**config.mk**
```make
export PLATFORM = sky130hd
export DESIGN_NAME = pipelined_prefix_adder
export DESIGN_NICKNAME = d
export VERILOG_FILES = /design/src/rtl/prefix_adder_pkg.sv /design/src/rtl/prefix_level_stage.sv /design/src/rtl/pipelined_prefix_adder.sv
export SDC_FILE = /design/constraint.sdc
export NUM_CORES = 1
export LEC_CHECK = 0
export ABC_AREA = 1
export BUFFER_PORTS_ARGS = -buffer_cell sky130_fd_sc_hd__buf_4
export CAP_MARGIN = 20
export CORE_MARGIN = 1.5
export CORE_UTILIZATION = 30
export CTS_CLUSTER_DIAMETER = 30
export DETAILED_ROUTE_END_ITERATION = 8
export SLEW_MARGIN = 20
export SYNTH_ARGS = -nofsm -noshare
export SYNTH_HDL_FRONTEND = slang
export SYNTH_SLANG_ARGS = --single-unit
```
**constraint.sdc**
```tcl
create_clock -name clk -period 2.04 [get_ports clk]
set_clock_uncertainty 0.05 [all_clocks]
set_input_delay 0 -clock clk [delete_from_list [all_inputs] [get_ports clk]]
set_output_delay 0 -clock clk [all_outputs]
set_load 0.02 [all_outputs]
```
**src/rtl/prefix_adder_pkg.sv**
```systemverilog
// ---------------------------------------------------------------------------
// prefix_adder_pkg
//   Shared types and elaboration-time helpers for the pipelined prefix adder.
//
//   pg_t        : one prefix column's (propagate, generate) pair.
//   black_cell  : group combine of a high-order span with the adjacent
//                 low-order span.
//   lf_partner  : for a column i (-1..WIDTH-1) and prefix level, returns the
//                 column whose group is combined into column i at that level,
//                 or PASS_THROUGH when column i is unchanged.
// ---------------------------------------------------------------------------
package prefix_adder_pkg;

    typedef struct packed {
        logic p;
        logic g;
    } pg_t;

    localparam int PASS_THROUGH = -2;

    function automatic pg_t black_cell(pg_t hi, pg_t lo);
        pg_t r;
        r.p = hi.p & lo.p;
        r.g = hi.g | (hi.p & lo.g);
        return r;
    endfunction

    // Columns are numbered -1..WIDTH-1, so j = i+1 is the 0-based position.
    // A column whose position has bit `level` set sits in the upper half of a
    // 2^(level+1) block; it absorbs the group ending at the last column of the
    // lower half, i.e. position (j with the low `level` bits cleared) - 1,
    // which is column (that position) - 1.
    function automatic int lf_partner(int i, int level);
        int j;
        j = i + 1;
        if (i < 0) begin
            return PASS_THROUGH;
        end
        if (((j >> level) & 1) == 0) begin
            return PASS_THROUGH;
        end
        return ((j >> level) << level) - 2;
    endfunction

endpackage

```
**src/rtl/prefix_level_stage.sv**
```systemverilog
// ---------------------------------------------------------------------------
// prefix_level_stage
//   One registered level of the Ladner-Fischer prefix tree. Column c of the
//   vectors holds prefix column c-1 (bit 0 is the carry-in column).
//
//   Parameters
//     WIDTH     operand width
//     LEVEL     prefix level applied by this stage (0-based)
//   Ports
//     clk, rst_n            clock, asynchronous active-low reset
//     advance               global pipeline enable
//     valid_in / valid_out  beat valid entering / leaving this stage
//     p_in,  g_in,  x_in    per-column propagate, generate, half-sum in
//     p_out, g_out, x_out   registered results of this level
// ---------------------------------------------------------------------------
module prefix_level_stage
    import prefix_adder_pkg::*;
#(
    parameter int WIDTH = 32,
    parameter int LEVEL = 0
) (
    input  logic             clk,
    input  logic             rst_n,
    input  logic             advance,
    input  logic             valid_in,
    input  logic [WIDTH:0]   p_in,
    input  logic [WIDTH:0]   g_in,
    input  logic [WIDTH:0]   x_in,
    output logic             valid_out,
    output logic [WIDTH:0]   p_out,
    output logic [WIDTH:0]   g_out,
    output logic [WIDTH:0]   x_out
);

    logic [WIDTH:0] w_p;
    logic [WIDTH:0] w_g;

    logic           r_valid;
    logic [WIDTH:0] r_p;
    logic [WIDTH:0] r_g;
    logic [WIDTH:0] r_x;

    for (genvar c = 0; c <= WIDTH; c++) begin : g_col
        localparam int PARTNER = lf_partner(c - 1, LEVEL);
        if (PARTNER == PASS_THROUGH) begin : g_pass
            assign w_p[c] = p_in[c];
            assign w_g[c] = g_in[c];
        end else begin : g_black
            pg_t w_res;
            assign w_res  = black_cell(pg_t'({p_in[c], g_in[c]}),
                                       pg_t'({p_in[PARTNER + 1], g_in[PARTNER + 1]}));
            assign w_p[c] = w_res.p;
            assign w_g[c] = w_res.g;
        end
    end

    always_ff @(posedge clk or negedge rst_n) begin
        if (!rst_n) begin
            r_valid <= 1'b0;
            r_p     <= '0;
            r_g     <= '0;
            r_x     <= '0;
        end else if (advance) begin
            r_valid <= valid_in;
            r_p     <= w_p;
            r_g     <= w_g;
            r_x     <= x_in;
        end
    end

    assign valid_out = r_valid;
    assign p_out     = r_p;
    assign g_out     = r_g;
    assign x_out     = r_x;

endmodule

```
**src/rtl/pipelined_prefix_adder.sv**
```systemverilog
// ---------------------------------------------------------------------------
// pipelined_prefix_adder
//   Pipelined Ladner-Fischer adder/subtractor with a valid/ready stream.
//   One input register (p/g/x generation) followed by LEVELS prefix stages;
//   results are decoded combinationally from the last stage.
//
//   Handshake: a beat moves on an edge where valid & ready are both 1. The
//   whole pipe shares one enable, advance = !out_valid | out_ready, and
//   in_ready = advance. When the output beat is not taken, every stage holds,
//   so sum/c_out/ovf stay stable. Empty slots travel as valid=0 bubbles.
//
//   Parameters
//     WIDTH      operand width, power of two, 4..64
//   Ports
//     clk, rst_n            clock, asynchronous active-low reset
//     in_valid / in_ready   operand beat handshake
//     a, b, c_in, sub       operands; sub=1 computes a-b and ignores c_in
//     out_valid / out_ready result beat handshake
//     sum, c_out, ovf       result, carry out (no-borrow on sub), overflow
// ---------------------------------------------------------------------------
module pipelined_prefix_adder
    import prefix_adder_pkg::*;
#(
    parameter int WIDTH = 32
) (
    input  logic             clk,
    input  logic             rst_n,
    input  logic             in_valid,
    output logic             in_ready,
    input  logic [WIDTH-1:0] a,
    input  logic [WIDTH-1:0] b,
    input  logic             c_in,
    input  logic             sub,
    output logic             out_valid,
    input  logic             out_ready,
    output logic [WIDTH-1:0] sum,
    output logic             c_out,
    output logic             ovf
);

    localparam int LEVELS = $clog2(WIDTH) + 1;

    logic             w_advance;
    logic [WIDTH-1:0] w_b_eff;
    logic             w_cin_eff;

    logic             r_v0;
    logic [WIDTH:0]   r_p0;
    logic [WIDTH:0]   r_g0;
    logic [WIDTH:0]   r_x0;

    // Index 0 is the input register, index k the output of prefix stage k.
    logic             w_v [LEVELS+1];
    logic [WIDTH:0]   w_p [LEVELS+1];
    logic [WIDTH:0]   w_g [LEVELS+1];
    logic [WIDTH:0]   w_x [LEVELS+1];

    logic             w_unused;

    assign w_advance = !out_valid | out_ready;
    assign in_ready  = w_advance;

    assign w_b_eff   = b ^ {WIDTH{sub}};
    assign w_cin_eff = sub | c_in;

    // Column -1 (bit 0) carries the effective carry-in as a pure generate.
    always_ff @(posedge clk or negedge rst_n) begin
        if (!rst_n) begin
            r_v0 <= 1'b0;
            r_p0 <= '0;
            r_g0 <= '0;
            r_x0 <= '0;
        end else if (w_advance) begin
            r_v0 <= in_valid;
            r_p0 <= {a | w_b_eff, 1'b0};
            r_g0 <= {a & w_b_eff, w_cin_eff};
            r_x0 <= {a ^ w_b_eff, 1'b0};
        end
    end

    assign w_v[0] = r_v0;
    assign w_p[0] = r_p0;
    assign w_g[0] = r_g0;
    assign w_x[0] = r_x0;

    for (genvar k = 1; k <= LEVELS; k++) begin : g_stage
        prefix_level_stage #(
            .WIDTH (WIDTH),
            .LEVEL (k - 1)
        ) u_stage (
            .clk       (clk),
            .rst_n     (rst_n),
            .advance   (w_advance),
            .valid_in  (w_v[k-1]),
            .p_in      (w_p[k-1]),
            .g_in      (w_g[k-1]),
            .x_in      (w_x[k-1]),
            .valid_out (w_v[k]),
            .p_out     (w_p[k]),
            .g_out     (w_g[k]),
            .x_out     (w_x[k])
        );
    end

    // After the last level, bit c of g holds G[c-1:-1], the carry into
    // column c. Group propagate and the carry-in column's x are not needed.
    assign out_valid = w_v[LEVELS];
    assign sum       = w_x[LEVELS][WIDTH:1] ^ w_g[LEVELS][WIDTH-1:0];
    assign c_out     = w_g[LEVELS][WIDTH];
    assign ovf       = w_g[LEVELS][WIDTH-1] ^ w_g[LEVELS][WIDTH];

    assign w_unused  = ^{w_p[LEVELS], w_x[LEVELS][0]};

endmodule

```
==> impl_metrics.py <==
metrics = {
    "status": {
        "status": "finished, final reports clean",
    },
    "final_layout": {
        "drive_gt1_share_pct": 10.7,
        "syn_to_final_growth_pct": 31.3,
        "diodes": 0,
        "n_fill_cell": 8389,
        "nets": 3499,
    },
    "global_routing": {
        "antenna_found_initial": 0,
        "grt_usage_pct": 13.9,
        "grt_overflow": 0,
        "grt_pass1_wl_um": 98000,
        "grt_max_degree": 101,
        "grt_pass1_vias": 18911,
    },
    "cts": {
        "clk_pin_slew_worst_paths_ns": 0.04,
        "htree_levels": 3,
        "cts_buffers": 113,
        "cts_buffer_depth": 3,
        "cts_tree": "built",
        "cts_root_buffer": "clkbuf_16",
        "clock_latency_ns": 0.67,
        "cts_num_sinks": 597,
    },
    "synth": {
        "yosys.area.top_type_share_pct": 58.6,
        "ys_warn_count": 0,
        "yosys-top-cells-area": "dfrtp_1 59%, nand2_1 29%, inv_1 3.4%, ha_1 3.1%, xor2_1 2.2%",
        "syn_area_mm2": 0.0255,
        "avgSynthCellArea_um2": 8.23,
        "synthCells": 3100,
        "yosysUniqueCellTypes": 14,
        "synth_area_leader_cell": "dfrtp_1",
        "ys_seq_area_share_pct": 58.6,
        "ys_ff_latch": 597,
        "syn-num-nets": 3234,
    },
    "detailed_routing": {
        "drt-pass1-iter-count": 5,
        "antenna_left": 0,
        "drt_iter0_drc": 1050,
        "drc": 0,
        "drt-total-wl_um": 58200,
        "viasPerCell": 4.07,
        "wl_per_cell_um": 12.7,
        "vias": 18736,
    },
    "timing": {
        "hold_viol_final": 0,
        "min_period_ns": 1.97,
        "rsz0062_at_grt": "no",
        "slew_violations": 0,
        "setup_viol": 0,
        "relSlewSlack_pct": 55.1,
        "max_freq_mhz": 508,
        "setup_slack_ns": 0.0724,
        "min_period_over_period_pct": 96.4,
        "final.setup.tns_ns": 0,
        "tightestPinTransition_ns": 0.671,
    },
    "power_and_ir_drop": {
        "p_per_area_mw_per_mm2": 1620,
        "p_leak_nw": 18.7,
        "ir_drop_mv": 0.789,
    },
    "floorplanning": {
        "initial_core_util_pct": 30.4,
        "row_count": 106,
        "ios": 106,
        "die_x_um": 295,
        "die_h_um": 295,
        "dieArea_mm2": 0.0868,
        "core_area_mm2": 0.0840,
    },
    "critical_path": {
        "setup.worst_path.class": "reg2out",
        "crit_path_max_fanout": 99,
        "crit_arrival_ns": 1.92,
        "crit_required_ns": 1.99,
        "endpoint_kind": "output port",
        "ff2ff_path_depth": 6,
        "startpoint_type": "flop",
    },
    "place": {
        "dp_hpwl_um": 36900,
        "gp_congestion": 0.715,
        "port-buffer-count": 105,
        "post-place-ws_ns": 0.416,
    },
    "job": {
        "drv_cap": 0,
    },
    "min_path": {
        "hold_class": "in2reg",
        "holdPathStages": 4,
    },
}
## synth_stat cells
cell	number
dfrtp_1	597
buf_2	69
inv_1	229
buf_1	4
nand2_1	2001
inv_2	1
clkbuf_1	18
ha_1	64
nor2_1	1
buf_6	4
buf_4	46
xnor2_1	1
or2_2	1
xor2_1	64
## what timing repair did
action / in CTS / in global routing
endpoints found under the setup margin: 1 / 17
resized for setup: 1 / 3
hold endpoints to repair: 1084 / 0
setup buffers: 0 / 2
hold buffers: 130 / 0
pin swaps: 0 / 2
cloned: 0 / 1
## worst max-delay path: stages, from the launching register on
cell     delay [ns]
dfrtp_1        0.42
nand2_4        0.21
buf_16         0.34
buf_4          0.23
## cell usage in the layout (no fill, tap or decap), types with 18 or more instances in the layout
| master | synthesis | layout |
|---|---|---|
| clkbuf_16 | 0 | 115 |
| clkbuf_8 | 0 | 18 |
| clkinv_2 | 0 | 18 |
| dfrtp_1 | 597 | 597 |
| ha_1 | 64 | 64 |
| xor2_1 | 64 | 63 |
| nand2_1 | 2001 | 2000 |
| buf_4 | 46 | 124 |
| inv_1 | 229 | 229 |
| bufinv_16 | 0 | 29 |
| dlygate4sd3_1 | 0 | 129 |
| buf_12 | 0 | 33 |
## cell families after synthesis
family | synth area share, %
flip-flops | 58.6
adder cells (fa/ha/maj) | 3.14
AND/OR/NAND/NOR | 29.5
buffers and inverters | 6.59
XOR/XNOR | 2.23
## per-layer routing
layer	share of wire [%]	routed length, µm	global-route usage [%]	vias up
li1	-	-	-	9697
met1	47	27300	18.2	8718
met5	0	0	0	-
met4	2.3	1350	5.08	0
met3	3.1	1810	2.31	102
met2	48	27800	23.0	219
## per-stage QoR
stage          utilization [%]  total power [mW]  cells  hold WS, ns  cell area (µm²)
2_1_floorplan                -              28.1   3100       -0.346            25500
3_3_place_gp              33.1              33.1   4251       -0.132            27800
3_5_place_dp              33.1              33.4   4251       -0.134            27800
4_1_cts                   39.8              55.0   4595       0.0692            33400
5_1_grt                   39.9              58.0   4598        0.109            33500
6_report                  39.9              54.1   4598       0.0730            33500
## state kept, by name (all words and copies together) (netlist names)
| name | cells |
|---|---|
| g_stage.u_stage.g_out | 198 |
| g_stage.u_stage.x_out | 192 |
| r_p0 | 32 |
| r_v0 | 1 |
| r_g0 | 33 |
| g_stage.u_stage.p_out | 103 |
| r_x0 | 32 |
| g_stage.u_stage.valid_out | 6 |
## where the power goes
part / internal [mW] / total, mW / leakage, nW / switching (mW)
clock: 14.6 / 20.8 / 2.12 / 6.29
sequential: 16.8 / 20.0 / 7.45 / 3.16
combinational: 5.09 / 13.3 / 9.18 / 8.20
total: 36.5 / 54.1 / 18.7 / 17.6
## cell type report
| class | instances | area (µm²) | share of cell area (%) |
|---|---|---|---|
| sequential | 597 | 14900 | 44.6 |
| inverter | 230 | 863 | 2.58 |
| timing repair buffer | 291 | 3010 | 8.97 |
| clock inverter | 70 | 1220 | 3.65 |
| multi-input combinational | 2132 | 8910 | 26.6 |
| tap | 1134 | 1420 | 4.23 |
| clock buffer | 144 | 3150 | 9.39 |
## path summary, 6_finish.rpt
path                                               from                      endpoint  slack, ns
setup / recovery           g_stage[6].u_stage.valid_out                      in_ready       0.07
setup reg to reg           g_stage[6].u_stage.valid_out                       r_g0[8]       0.10
hold / removal                                 in_valid                          r_v0       0.07
hold reg to reg            g_stage[1].u_stage.g_out[16]  g_stage[2].u_stage.g_out[16]       0.40
max in group asynchronous                         rst_n   g_stage[6].u_stage.g_out[4]       0.97
min in group asynchronous                         rst_n  g_stage[2].u_stage.p_out[23]       0.48
Note: power is estimated with default switching activity, not from simulation.
